**src/rtl/jtsdram_test_seq.sv**
```systemverilog
// Test sequencer for the SDRAM verification core: pulses bank checker starts in
// parallel or serial passes and gathers pass count, sticky errors and watchdog status.
module jtsdram_test_seq #(
    parameter int BANKS = 4,
    parameter int PW    = 8,
    parameter int TW    = 24
) (
    input  logic             clk,
    input  logic             rst_n,
    input  logic             enable,
    input  logic             serial,
    input  logic             halt_on_err,
    input  logic [BANKS-1:0] bank_done,
    input  logic [BANKS-1:0] bank_bad,
    output logic [BANKS-1:0] bank_start,
    output logic             slow,
    output logic             busy,
    output logic [2:0]       cur_bank,
    output logic [PW-1:0]    pass_cnt,
    output logic [BANKS-1:0] bad_mask,
    output logic             timeout,
    output logic [2:0]       state_dbg
);
    typedef enum logic [2:0] {
        IDLE  = 3'd0,
        START = 3'd1,
        GUARD = 3'd2,
        WAIT  = 3'd3,
        NEXT  = 3'd4,
        HALT  = 3'd5
    } state_t;

    localparam logic [2:0] LAST = 3'(BANKS - 1);

    state_t           state;
    logic             mode;
    logic             new_err;
    logic [TW-1:0]    wdog;
    logic [TW-1:0]    wdog_nxt;
    logic [BANKS-1:0] sel;
    logic [BANKS-1:0] hits;
    logic             complete;

    function automatic logic [BANKS-1:0] onehot(input logic [2:0] b);
        logic [BANKS-1:0] v;
        for (int i = 0; i < BANKS; i++) v[i] = (b == 3'(i));
        return v;
    endfunction

    // Checker handshake: a one-cycle start pulse restarts a checker, which drops done
    // on that edge and later raises done as a level with bad already valid beside it.
    always_comb begin
        sel      = mode ? onehot(cur_bank) : {BANKS{1'b1}};
        complete = &(bank_done | ~sel);
        hits     = bank_bad & sel;
        wdog_nxt = wdog + TW'(1);
    end

    assign busy      = (state != IDLE) && (state != HALT);
    assign state_dbg = state;

    always_ff @(posedge clk) begin
        if (!rst_n) begin
            state      <= IDLE;
            mode       <= 1'b0;
            new_err    <= 1'b0;
            wdog       <= '0;
            bank_start <= '0;
            slow       <= 1'b0;
            cur_bank   <= 3'd0;
            pass_cnt   <= '0;
            bad_mask   <= '0;
            timeout    <= 1'b0;
        end else begin
            bank_start <= '0;
            case (state)
                IDLE: begin
                    if (enable) begin
                        mode       <= serial;
                        cur_bank   <= 3'd0;
                        new_err    <= 1'b0;
                        bank_start <= serial ? onehot(3'd0) : {BANKS{1'b1}};
                        state      <= START;
                    end
                end
                START: begin
                    wdog  <= '0;
                    state <= GUARD;
                end
                // Checkers clear done on the start edge, so done seen here may be stale.
                GUARD: state <= WAIT;
                WAIT: begin
                    if (complete) begin
                        bad_mask <= bad_mask | hits;
                        if ((hits & ~bad_mask) != '0) new_err <= 1'b1;
                        state <= NEXT;
                    end else if (wdog_nxt == {TW{1'b1}}) begin
                        wdog    <= wdog_nxt;
                        timeout <= 1'b1;
                        state   <= HALT;
                    end else begin
                        wdog <= wdog_nxt;
                    end
                end
                NEXT: begin
                    if (mode && (cur_bank < LAST)) begin
                        cur_bank   <= cur_bank + 3'd1;
                        bank_start <= onehot(cur_bank + 3'd1);
                        state      <= START;
                    end else begin
                        if (pass_cnt != {PW{1'b1}}) pass_cnt <= pass_cnt + PW'(1);
                        slow     <= ~slow;
                        cur_bank <= 3'd0;
                        new_err  <= 1'b0;
                        if (halt_on_err && new_err) begin
                            state <= HALT;
                        end else if (enable) begin
                            bank_start <= mode ? onehot(3'd0) : {BANKS{1'b1}};
                            state      <= START;
                        end else begin
                            state <= IDLE;
                        end
                    end
                end
                HALT: begin
                    if (!enable) state <= IDLE;
                end
                default: state <= IDLE;
            endcase
        end
    end
endmodule
```
**config.mk**
```make
export PLATFORM = sky130hd
export DESIGN_NAME = jtsdram_test_seq
export DESIGN_NICKNAME = d
export VERILOG_FILES = /design/src/rtl/jtsdram_test_seq.sv
export SDC_FILE = /design/constraint.sdc
export NUM_CORES = 1
export LEC_CHECK = 0
export ABC_AREA = 1
export CORE_UTILIZATION = 50
export DETAILED_ROUTE_END_ITERATION = 6
export DONT_BUFFER_PORTS = 1
export GPL_TIMING_DRIVEN = 0
export PLACE_DENSITY = 0.74
export SYNTH_ARGS = -nofsm -noshare
export SYNTH_HDL_FRONTEND = slang
export SYNTH_SLANG_ARGS = --single-unit
```
**constraint.sdc**
```tcl
create_clock -name clk -period 2.1 [get_ports clk]
set_input_delay 0.21 -clock clk [delete_from_list [all_inputs] [get_ports clk]]
set_output_delay 0.21 -clock clk [all_outputs]
set_load 0.005 [all_outputs]
```
==> impl_metrics.tcl, run 1 <==
set metrics [dict create \
    status "completed" \
    synth_edf_count 0 \
    syn_area_per_cell_um2 6.619 \
    first_pass_iters 4 \
    clk-insertion-delay-late_ns 0.31 \
    tns_ns 0 \
    fin_worst_skew_ns 0.007844 \
    start_kind "flip-flop" \
    met1_length_um 3439 \
    cts.sinks 50 \
    critPathMaxStageDelay_ns 0.41 \
    wl_met3_um 304 \
    final_common_cell "nand2_1" \
    end_kind "flip-flop" \
    vias_per_cell 5.452 \
    regArea_mm2 0.001015 \
    ios 38 \
    io_buffer_count 0 \
    antenna_cells 0 \
    cp_num_buf_inv 3 \
    ys_types 36 \
    async_reset_ff_share_pct 0 \
    critPathRequiredTime_ns 2.33 \
    fillers 517 \
    rsz0062_at_grt "yes" \
    reg2reg_slack_ns 0.03 \
    maxUsedRoutingLayer "met4" \
    synth_flop_cell "dfxtp_1" \
    multiInputGateArea_mm2 0.001897 \
    fmax_mhz 484.0 \
    hold_end "pass_cnt[7]" \
    setup_viol 0 \
    clkTransAtPathRegs_ns 0.10 \
    whs_path_depth 2 \
    floorplan.rows 27 \
    grt_pass1_wl_um 12080 \
    arrival_ns 2.30 \
    placed_cells 530 \
    p_seq_share_pct 45.4 \
    dpl-instance-area_mm2 0.003122 \
    die_x_um 79.87 \
    grt_pass1_vias 2732 \
    num-nets-final 500 \
    wl_per_cell_um 13.73 \
    synthCells 458 \
    drt-total-wl_um 7536 \
    min_period_ns 2.066 \
    r2r_cells 12 \
    hold_violations 0 \
    relSlewSlack_pct 59.98 \
    worst_r2r_endpoint "wdog[14]" \
    wl_met2_um 3590 \
    die_area_mm2 0.006378 \
    slew_viol_final 0 \
    crit_family "compound AO/OA/AOI/OAI gates" \
    ir_worst_vdd_v 0.0004379 \
    clockPowerShare_pct 27.8 \
    crit_chain "clkinvlp_4 -> ha_4 -> a21oi_4 -> nor2_2 -> nor3_2 -> nand2_2 -> nand2_4 -> o21ai_4 -> inv_2 -> buf_6 -> a21oi_2 -> a211oi_2" \
    power_density_mw_per_mm2 753.1 \
    power.switching_w 0.0009251 \
    die_h_um 79.87 \
    synth_area_mm2 0.003032 \
    ys_ff_latch 50 \
    htree_levels 2 \
    path_max_fanout 7 \
    grt_overflow 0 \
    yosys.area.top_type "dfxtp_1" \
    pwr-share-comb_pct 26.8 \
    area_growth_pct 14.78 \
    maxCapViolations 0 \
    core_area_mm2 0.005675 \
    final_area_mm2 0.003480 \
    tightest_slew_ns 0.6002 \
    remaining_drc_errors 0 \
    synth_seq_area_share_pct 33.02 \
    cts_root_buf "clkbuf_8" \
    internal_power_w 0.001695 \
    vias 2993 \
    grt_max_degree 18 \
    final_cell_mix "nand2_1, nor2_1, inv_1, dfxtp_1, o21ai_0" \
    holdCritStartpoint "rst_n" \
    cts_buffer_depth 2 \
    p_leak_nw 1.354 \
    start_util_pct 53.42 \
    timing.rr.start "cur_bank[0]" \
    layout-drive-gt1-share_pct 15.72 \
    cp_slowest_cell "dfxtp_4" \
    cts_made_buffers 5 \
    grtUsageTotal_pct 24.25 \
    syn-num-nets 482 \
    synth.area.top_cells "dfxtp_1, nand2_1, nor2_1, inv_1, o21ai_0" \
    drt_iter0_markers 146 \
    synth.top_cell.area_share_pct 33.02 \
    synth_warnings 0 \
    crit_type "flip-flop to flip-flop" \
    ant_nets 0 \
    instances_no_fill 549 \
    cts_hold_buf 0 \
    place_congestion 0.8530 \
    swShare_pct 35.30 \
    layout_worst_path_cycle_share_pct 98.38 \
    fin_util_pct 61.31 \
    antenna_found_initial 0 \
    dp_hpwl_um 5351 \
    cts_tree "yes" \
    min_path_type "input port to flip-flop" \
]
-- worst max path at each step --
stage / from / endpoint / slack [ns] / cells after the start
2_1_floorplan: cur_bank[1] / wdog[10] / 0.22 / 11
3_3_place_gp: cur_bank[1] / wdog[11] / -0.20 / 11
3_5_place_dp: cur_bank[1] / wdog[11] / -0.24 / 11
4_1_cts: cur_bank[0] / wdog[14] / 0.002 / 12
5_1_grt: wdog[1] / state_dbg[0] / -0.08 / 14
6_report: cur_bank[0] / wdog[14] / 0.03 / 12
-- power by group through the flow --
stage	clock network, W	registers, W	logic [W]
2_1_floorplan	0	0.00117	0.000461
3_3_place_gp	0	0.00120	0.000563
3_5_place_dp	0	0.00120	0.000575
4_1_cts	0.000740	0.00118	0.000594
5_1_grt	0.000774	0.00121	0.000782
6_report	0.000728	0.00119	0.000704
-- area by class of cell --
| type | count | area share (%) |
|---|---|---|
| Clock buffer | 5 | 1.978 |
| Clock inverter | 3 | 1.402 |
| Timing Repair Buffer | 11 | 2.373 |
| Sequential cell | 50 | 29.16 |
| Tap cell | 72 | 2.589 |
| Multi-Input combinational cell | 341 | 54.51 |
| Inverter | 57 | 6.257 |
| Buffer | 10 | 1.726 |
-- logic make-up (layout without fill, tap and decap cells) --
group           count (synthesis)  after routing  synth area share [%]
xor+xnor                        5              5                 1.445
compound gates                 98             98                 19.15
buf+inv                        67             86                 8.502
fa+ha+maj                      11             11                 4.540
simple gates                  227            227                 33.35
flops                          50             50                 33.02
-- flip-flops by register name, summed over array words and instances (netlist names) --
name,flops
state_dbg,3
pass_cnt,8
bank_start,4
new_err,1
wdog,24
timeout,1
slow,1
bad_mask,4
mode,1
cur_bank,3
-- repair_timing --
item,CTS,global route
pin swaps,0,12
endpoints found under the setup margin,27,31
resized for setup,9,38
cloned,0,1
hold endpoints to repair,0,0
setup buffers,0,10
-- layer usage --
metal  track usage [%]  up-vias
met5                 0        -
met4             8.571        0
met3             5.257       15
met2             41.45       66
met1             29.81     1389
li1                  -     1523
-- worst register-to-register path: stages (launching register included) --
cell and delay [ns]:
dfxtp_4 0.41, clkinvlp_4 0.18, ha_4 0.21, a21oi_4 0.14, nor2_2 0.07, nor3_2 0.18, nand2_2 0.12, nand2_4 0.09
o21ai_4 0.10, inv_2 0.11, buf_6 0.13, a21oi_2 0.04, a211oi_2 0.20
-- synth_stat cells, types with 2 or more instances --
library cell	number
nor3_1	3
a21oi_1	34
buf_2	2
o21ai_0	36
o21a_1	2
inv_1	54
a21oi_2	2
nand4_1	2
a21boi_0	2
nor2_4	6
inv_2	2
o21ai_2	2
or2_2	2
a31oi_1	2
nor2_1	56
xnor2_1	2
nor2_2	5
o211a_1	6
nand2_2	5
nand3b_1	3
o21bai_1	4
nand3_1	35
ha_1	11
clkbuf_1	6
nand2_1	107
a211oi_1	6
dfxtp_1	50
xor2_1	3
-- metrics by stage --
stage,total power [W],worst slack [ns],hold WS [ns]
global placement,0.001759,-0.1987,0.3616
CTS,0.002513,0.002442,0.02944
global route,0.002762,-0.08241,0.03647
floorplan,0.001629,0.2214,0.3564
finish,0.002620,0.03400,0.04166
detailed placement,0.001773,-0.2439,0.3782
No activity file was read; power rests on OpenSTA's default activity.
==> run 2: changes to the inputs <==
--- a/config.mk
+++ b/config.mk
@@ -11,6 +11,7 @@
 export DONT_BUFFER_PORTS = 1
 export GPL_TIMING_DRIVEN = 0
 export PLACE_DENSITY = 0.74
+export SETUP_SLACK_MARGIN = 0.05
 export SYNTH_ARGS = -nofsm -noshare
 export SYNTH_HDL_FRONTEND = slang
 export SYNTH_SLANG_ARGS = --single-unit
==> run 2 against run 1 <==
Effect of this change: global-route usage about the same; non-clock buffer count increased by 7; sequential power about the same; combinational power increased by 30%; setup slack got worse by 0.023 ns; total power increased by 9.4%; die area is the same; wire length up 5.8%; utilization up 4.3 points; maximum frequency fell by 1.1%; clock power is 2% higher; final cell count up 1.3%.
==> impl_metrics.tcl, run 2 (synthesis gave the netlist of run 1 again) <==
set metrics [dict create \
    cts_buffer_depth 2 \
    grt_pass1_wl_um 12100 \
    floorplan.rows 27 \
    cts_root_buf "clkbuf_8" \
    grt_overflow 0 \
    dp_hpwl_um 5351 \
    maxUsedRoutingLayer "met4" \
    ir_worst_vdd_v 0.0004142 \
    die_area_mm2 0.006378 \
    layout_worst_path_cycle_share_pct 99.48 \
    maxCapViolations 0 \
    hold_violations 0 \
    place_congestion 0.8530 \
    remaining_drc_errors 0 \
    cts.sinks 50 \
    wl_met3_um 349 \
    p_leak_nw 1.438 \
    die_h_um 79.87 \
    min_path_type "input port to flip-flop" \
    power_density_mw_per_mm2 770.6 \
    crit_type "flip-flop to flip-flop" \
    wl_per_cell_um 14.34 \
    clkTransAtPathRegs_ns 0.10 \
    ant_nets 0 \
    antenna_cells 0 \
    area_growth_pct 22.74 \
    r2r_cells 11 \
    die_x_um 79.87 \
    relSlewSlack_pct 49.69 \
    drt_iter0_markers 169 \
    min_period_ns 2.089 \
    multiInputGateArea_mm2 0.002006 \
    htree_levels 2 \
    vias 3041 \
    setup_viol 0 \
    arrival_ns 2.31 \
    whs_ns 0.03476 \
    whs_path_depth 2 \
    end_kind "flip-flop" \
    wl_met2_um 3920 \
    ios 38 \
    final_cell_mix "nand2_1, nor2_1, inv_1, dfxtp_1, a21oi_1" \
    reg2reg_slack_ns 0.01 \
    start_util_pct 53.42 \
    fillers 477 \
    slew_viol_final 0 \
    critPathRequiredTime_ns 2.32 \
    top_regs "wdog: 24 flops, pass_cnt: 8 flops" \
    drt-total-wl_um 7973 \
    cp_num_buf_inv 3 \
    met1_length_um 3567 \
    grt_pass1_vias 2739 \
    io_buffer_count 0 \
    core_area_mm2 0.005675 \
    path_max_fanout 6 \
    crit_chain "clkinvlp_4 -> ha_4 -> a21oi_4 -> nor2_2 -> nor3_2 -> nand2_2 -> nand2_4 -> o21ai_4 -> buf_12 -> buf_8 -> o211a_1" \
    cts_tree "yes" \
    grtUsageTotal_pct 24.29 \
    status "completed" \
    timing.final.ws_setup_ns 0.01085 \
    rsz0062_at_grt "yes" \
    cts_hold_buf 0 \
    tightest_slew_ns 0.7546 \
    antenna_found_initial 0 \
    vias_per_cell 5.469 \
    first_pass_iters 4 \
    fin_util_pct 65.56 \
    largest_reg_flops 24 \
    dp_slack_ns -0.2439 \
    tns_ns 0 \
    fmax_mhz 478.7 \
    start_kind "flip-flop" \
    critPathMaxStageDelay_ns 0.41 \
    num-nets-final 507 \
    regArea_mm2 0.001018 \
    power_w 0.002867 \
    worstSetupPathDepth 11 \
    final_common_cell "nand2_1" \
    fin_worst_skew_ns 0.01111 \
    top_register "wdog" \
    clk-insertion-delay-late_ns 0.32 \
    grt_max_degree 18 \
    layout-drive-gt1-share_pct 22.73 \
    crit_family "simple AND/OR/NAND/NOR gates" \
    cp_slowest_cell "dfxtp_4" \
    cts_made_buffers 5 \
]
run 2: cell types whose count changed in the layout (fill, tap and decap cells not counted), sizes merged:
| cell | delta |
|---|---|
| buf | +7 |
run 2: routing by layer:
layer | up-vias | track usage [%]
met5 | - | 0
met4 | 0 | 8.571
met3 | 14 | 5.029
met2 | 71 | 41.71
met1 | 1414 | 29.86
li1 | 1542 | -
run 2: path summary, 6_finish.rpt:
path               startpoint     endpoint
setup / recovery  cur_bank[0]     wdog[13]
hold / removal          rst_n  pass_cnt[7]
setup reg to reg  cur_bank[0]     wdog[13]
hold reg to reg          slow         slow
run 2: what timing repair did:
action / CTS / global route
pin swaps: 0 / 28
buffers inserted: 0 / 15
endpoints found under the hold margin: 0 / 0
setup endpoints to repair: 28 / 30
gates resized for setup: 14 / 96
cloned: 0 / 3
run 2: metrics by stage:
step / cell area (µm²) / instances
2_1_floorplan: 3032 / 458
3_3_place_gp: 3122 / 530
3_5_place_dp: 3122 / 530
4_1_cts: 3279 / 538
5_1_grt: 3721 / 556
6_report: 3721 / 556
run 2: area by class of cell:
cell class              count  share of cell area [%]
clock buffers               5                   1.849
multi-input cells         341                   53.90
well taps                  72                   2.421
repair buffers             18                   5.145
plain buffers              10                   2.152
flip-flops and latches     50                   27.37
inverters                  57                   5.851
clock inverters             3                   1.311
run 2: worst reg2reg max path: stages, from the launching register on:
cell        delay, ns
dfxtp_4          0.41
clkinvlp_4       0.18
ha_4             0.21
a21oi_4          0.14
nor2_2           0.07
nor3_2           0.18
nand2_2          0.13
nand2_4          0.10
o21ai_4          0.08
buf_12           0.16
buf_8            0.13
o211a_1          0.20
run 2: power by group:
group / total (W) / internal, W / switching [W]
Combinational: 0.000916 / 0.000409 / 0.000507
Clock: 0.000746 / 0.000364 / 0.000382
Sequential: 0.00120 / 0.00106 / 0.000144
